<file path="config.mk">
export PLATFORM = sky130hd
export DESIGN_NAME = mult_seq_ctrl
export DESIGN_NICKNAME = d
export VERILOG_FILES = /design/src/rtl/mult_pkg.sv /design/src/rtl/mult_bit_cnt.sv /design/src/rtl/mult_seq_ctrl.sv
export SDC_FILE = /design/constraint.sdc
export NUM_CORES = 1
export LEC_CHECK = 0
export CAP_MARGIN = 10
export CORE_AREA = 2 2 39 41
export CTS_BUF_LIST = sky130_fd_sc_hd__clkbuf_2 sky130_fd_sc_hd__clkbuf_4 sky130_fd_sc_hd__clkbuf_8
export CTS_CLUSTER_DIAMETER = 40
export CTS_CLUSTER_SIZE = 12
export DETAILED_ROUTE_END_ITERATION = 16
export DIE_AREA = 0 0 41 43
export PLACE_DENSITY = 0.56
export SLEW_MARGIN = 20
export SYNTH_ARGS = -nofsm -noshare
export SYNTH_HDL_FRONTEND = slang
export SYNTH_HIERARCHICAL = 1
export SYNTH_SLANG_ARGS = --single-unit
</file>
<file path="constraint.sdc">
create_clock -name clk -period 1.6 [get_ports clk]
set_clock_uncertainty 0.1 [all_clocks]
set_input_delay 0.4 -clock clk [delete_from_list [all_inputs] [get_ports clk]]
set_output_delay 0.4 -clock clk [all_outputs]
set_load 0.05 [all_outputs]
</file>
<file path="src/rtl/mult_pkg.sv">
// Shared definitions for the shift-and-add multiplier controller:
// state encoding, shift-register mode constants and the default operand width.
package mult_pkg;

    typedef enum logic [2:0] {
        IDLE  = 3'd0,
        LOAD  = 3'd1,
        TEST  = 3'd2,
        ADD   = 3'd3,
        SHIFT = 3'd4,
        DONE  = 3'd5
    } state_t;

    localparam logic SR_LOAD  = 1'b0;
    localparam logic SR_SHIFT = 1'b1;

    localparam int N_DEFAULT = 4;

endpackage

</file>
<file path="src/rtl/mult_bit_cnt.sv">
// Iteration counter for the multiplier controller: synchronous clear,
// increment, and a terminal-count flag raised on the last bit index (N-1).
module mult_bit_cnt
    import mult_pkg::*;
#(
    parameter int N = N_DEFAULT,
    localparam int CW = $clog2(N)
) (
    input  logic          clk,
    input  logic          clr,
    input  logic          inc,
    output logic [CW-1:0] cnt,
    output logic          tc
);

    localparam logic [CW-1:0] LAST = CW'(N - 1);
    localparam logic [CW-1:0] ONE  = CW'(1);

    // Increment saturates at the terminal count so the index never wraps.
    always_ff @(posedge clk) begin
        if (clr) begin
            cnt <= '0;
        end else if (inc && !tc) begin
            cnt <= cnt + ONE;
        end
    end

    assign tc = (cnt == LAST);

endmodule

</file>
<file path="src/rtl/mult_seq_ctrl.sv">
// Moore controller sequencing the shift-and-add multiplier datapath.
// Define MULT_EARLY_EXIT_EN to finish as soon as the multiplier register is zero.
module mult_seq_ctrl
    import mult_pkg::*;
#(
    parameter int N = N_DEFAULT,
    localparam int CW = $clog2(N)
) (
    input  logic          clk,
    input  logic          clr,
    input  logic          start,
    input  logic          lsb_b,
    input  logic          mplr_nz,
    output logic          sr_en,
    output logic          sr_ld,
    output logic          acc_clr,
    output logic          acc_add,
    output logic          acc_shift,
    output logic          busy,
    output logic          done,
    output logic [CW-1:0] iter
);

    state_t state;
    state_t next_state;
    logic   cnt_clr;
    logic   cnt_inc;
    logic   last_bit;

`ifndef MULT_EARLY_EXIT_EN
    // Without early exit the nonzero flag plays no part in sequencing.
    logic unused_mplr_nz;
    assign unused_mplr_nz = mplr_nz;
`endif

    always_ff @(posedge clk) begin
        if (clr) begin
            state <= IDLE;
        end else begin
            state <= next_state;
        end
    end

    // The index restarts when an operation is loaded and advances on each
    // shift that is not the final one.
    assign cnt_clr = clr || (state == LOAD);
    assign cnt_inc = (state == SHIFT);

    mult_bit_cnt #(
        .N (N)
    ) u_bit_cnt (
        .clk (clk),
        .clr (cnt_clr),
        .inc (cnt_inc),
        .cnt (iter),
        .tc  (last_bit)
    );

    always_comb begin
        next_state = state;
        case (state)
            IDLE:  next_state = start ? LOAD : IDLE;
            LOAD:  next_state = TEST;
            TEST: begin
`ifdef MULT_EARLY_EXIT_EN
                if (!mplr_nz) begin
                    next_state = DONE;
                end else begin
                    next_state = lsb_b ? ADD : SHIFT;
                end
`else
                next_state = lsb_b ? ADD : SHIFT;
`endif
            end
            ADD:   next_state = SHIFT;
            SHIFT: next_state = last_bit ? DONE : TEST;
            DONE:  next_state = IDLE;
            default: next_state = IDLE;
        endcase
    end

    always_comb begin
        sr_en     = 1'b0;
        sr_ld     = SR_LOAD;
        acc_clr   = 1'b0;
        acc_add   = 1'b0;
        acc_shift = 1'b0;
        busy      = 1'b0;
        done      = 1'b0;
        case (state)
            LOAD: begin
                sr_en   = 1'b1;
                sr_ld   = SR_LOAD;
                acc_clr = 1'b1;
                busy    = 1'b1;
            end
            TEST: begin
                busy = 1'b1;
            end
            ADD: begin
                acc_add = 1'b1;
                busy    = 1'b1;
            end
            SHIFT: begin
                sr_en     = 1'b1;
                sr_ld     = SR_SHIFT;
                acc_shift = 1'b1;
                busy      = 1'b1;
            end
            DONE: begin
                done = 1'b1;
                busy = 1'b1;
            end
            default: begin
                busy = 1'b0;
            end
        endcase
    end

endmodule

</file>
==> flow_metrics.env <==
export IMPL_drive_above_1_share_pct=59.7
export IMPL_worst_pin_slew_ns=0.234
export IMPL_drt_iter0_drc=0
export IMPL_cts_root_buf="clkbuf_4"
export IMPL_cp_max_fo=6
export IMPL_final_hold_viol_count=0
export IMPL_dieArea_sq_mm=0.00176
export IMPL_vias_per_cell=4.32
export IMPL_hp_class="flop to flop"
export IMPL_vias=337
export IMPL_ir_drop_uv=429
export IMPL_critPathRequiredTime_ns=1.10
export IMPL_rr_worst_depth=5
export IMPL_gp_congestion=0.690
export IMPL_post_route_period_util_pct=106
export IMPL_antenna_left=0
export IMPL_syn_nets=41
export IMPL_end_kind="primary output"
export IMPL_die_h_um=43
export IMPL_relSlewSlack_pct=84.4
export IMPL_dr_pass1_iters=1
export IMPL_worst_r2r_endpoint="u_bit_cnt/cnt[0]$_SDFFE_PP0P_"
export IMPL_multi_input_area_sq_um=230
export IMPL_gr_total_overflow=0
export IMPL_cellLeakagePower_uw=0.000297
export IMPL_place_inst=70
export IMPL_setup_slack_ns=-0.0968
export IMPL_hp_start="u_bit_cnt/cnt[1]$_SDFFE_PP0P_"
export IMPL_track_usage_pct=10.6
export IMPL_outcome="finished, violations left"
export IMPL_cp_data_arrival_time_ns=1.20
export IMPL_setup_viol=6
export IMPL_drc=0
export IMPL_min_to="u_bit_cnt/cnt[1]$_SDFFE_PP0P_"
export IMPL_hold_buffers=0
export IMPL_grt_pass1_wl_mm=1.26
export IMPL_fin_cells=78
export IMPL_cts_tree="built"
export IMPL_synth_cells=35
export IMPL_cts_sinks=5
export IMPL_netlist_area_sq_um=318
export IMPL_area_growth_pct=118
export IMPL_min_path_cells=2
export IMPL_seqCellArea_sq_um=106
export IMPL_fillers=136
export IMPL_failed_checks="setup timing"
export IMPL_cp_start_kind="flop"
export IMPL_synth_ff_latch_count=5
export IMPL_fp_row_count=14
export IMPL_cts_reportedPaths_clkPinSlew_ns=0.04
export IMPL_routedWlPerCell_um=9.65
export IMPL_nNetsFinal=69
export IMPL_cts_buffer_depth=2
export IMPL_routed_wl_um=753
export IMPL_synth_avg_cell_area_sq_um=9.08
export IMPL_synth_cell_types=23
export IMPL_dp_slack_ns=0.0128
export IMPL_dp_hpwl_um=575
export IMPL_num_antenna_cells=0
export IMPL_power_density_mw_per_mm2=718
export IMPL_io_pins=14
export IMPL_period_minus_slack_ns=1.70
export IMPL_cts_made_buffers=3
export IMPL_die_w_um=41
export IMPL_path_class="flop to primary output"
export IMPL_port_buffers=12
export IMPL_ys_warn_count=6
export IMPL_final_max_slew_violation_count=0
export IMPL_rsz0062_at_grt="true"
export IMPL_core_area_sq_mm=0.00138
export IMPL_clock_fmax_mhz=589
export IMPL_maxCapViolations=0
export IMPL_grt_pass1_vias=289
export IMPL_seq_area_frac_synth_pct=31.5
export IMPL_htree_levels=1
export IMPL_ff2ff_setup_slack_ns=0.13
export IMPL_grt_max_degree=7
export IMPL_clk_insertion_delay_late_ns=0.24
export IMPL_initial_utilization_pct=23.0
export IMPL_reg2reg_from="state[1]$_SDFF_PP0_"
export IMPL_antenna_found_initial=0
[layer usage]
layer,vias up,track usage (%),wire [um]
met3,0,3.66,46
met5,-,0,0
met4,0,6.00,0
li1,176,-,-
met2,10,12.8,358
met1,151,15.5,349
[per-stage QoR]
step	hold slack (ns)	total power (uW)	cell area [sq um]	TNS (ns)	utilization [%]
3_5_place_dp	0.432	317	607	0	43.9
3_3_place_gp	0.429	316	607	0	43.9
4_1_cts	0.439	495	669	-0.557	48.4
5_1_grt	0.483	532	693	-0.701	50.1
6_report	0.434	497	693	-0.308	50.1
2_1_floorplan	0.359	234	337	-0.515	-
[sequential cells by signal, summed over array words and instances, names as in the netlist]
signal and flops:
state 3, u_bit_cnt/cnt 2
[cells in the mapped netlist]
cell       count  share of area [%]
nor3_1         3                4.7
nand2_1        1                1.2
inv_1          1                1.2
mux2i_1        1                3.1
ha_1           1                3.9
a2bb2oi_1      1                2.8
o21ai_0        2                3.1
nor2b_4        1                4.3
nor3b_1        1                2.4
nor2b_2        1                2.8
a211oi_1       1                2.4
or2_1          2                3.9
buf_4          1                2.4
nor2_1         2                2.4
mux2_4         1                4.7
a21oi_1        2                3.1
nand4bb_1      1                3.5
nor2b_1        2                3.9
nor3b_2        1                3.9
dfxtp_1        5                 31
and3b_1        1                2.8
and2_1         2                3.9
nand2b_1       1                2.0
[worst max-delay path by stage]
stage                                    from                       endpoint  slack (ns)  cells after the start
after detailed placement                  clr  u_bit_cnt/cnt[0]$_SDFFE_PP0P_        0.01                      4
after global placement    state[1]$_SDFF_PP0_                          sr_en        0.02                      4
after floorplan           state[2]$_SDFF_PP0_                          sr_en       -0.19                      2
after CTS                 state[1]$_SDFF_PP0_                          sr_en       -0.14                      4
after global routing      state[1]$_SDFF_PP0_                          sr_en       -0.16                      4
final                     state[1]$_SDFF_PP0_                          sr_en        -0.1                      4
[cell families after synthesis]
group                    synth area share, %
AND/OR/NAND/NOR                         41.7
flip-flops                              31.5
multiplexers                            7.87
adder cells (fa/ha/maj)                 3.94
AO/OA/AOI/OAI                           11.4
buffers and inverters                   3.54
[what timing repair did]
action	4_1_cts	5_1_grt
setup endpoints to repair	7	7
setup buffers	2	2
gates resized for setup	5	4
pin swaps	2	2
[critical path: stages, from the launching register on]
cell	delay, ns
dfxtp_2	0.31
buf_6	0.12
nor3b_4	0.22
or2_4	0.16
buf_8	0.13
[cell usage in the layout, fill, tap and decap left out]
| cell | instances |
|---|---|
| a21oi_1 | 1 |
| clkdlybuf4s50_1 | 3 |
| nor3_1 | 3 |
| nor2_1 | 2 |
| or2_1 | 1 |
| or2_4 | 1 |
| and3b_2 | 1 |
| buf_12 | 8 |
| mux2i_1 | 1 |
| nor3b_1 | 1 |
| buf_6 | 2 |
| a21oi_2 | 1 |
| mux2_4 | 1 |
| nand4bb_1 | 1 |
| nand2b_1 | 1 |
| dfxtp_2 | 2 |
| dfxtp_4 | 1 |
| o21ai_0 | 2 |
| nor3b_4 | 1 |
| nor2b_1 | 2 |
| and2_4 | 2 |
| dfxtp_1 | 2 |
| inv_1 | 1 |
| clkbuf_4 | 4 |
| a211oi_1 | 1 |
| a2bb2oi_1 | 1 |
| ha_1 | 1 |
| buf_4 | 10 |
| nor2b_4 | 2 |
| nand2_1 | 1 |
| buf_8 | 1 |
[layout make-up]
class,count,area share [%]
inverter,1,0.542
clock buffer,4,4.33
sequential,5,15.3
multi-input combinational,28,33.2
tap,16,2.89
timing repair buffer,24,43.7
[report_power, final]
group          leakage (uW)  internal (uW)  switching [uW]
combinational      0.000237            106            91.6
sequential        0.0000422            131            8.14
clock             0.0000184            111            48.7
total              0.000297            349             148
(Power assumes the default switching activity.)
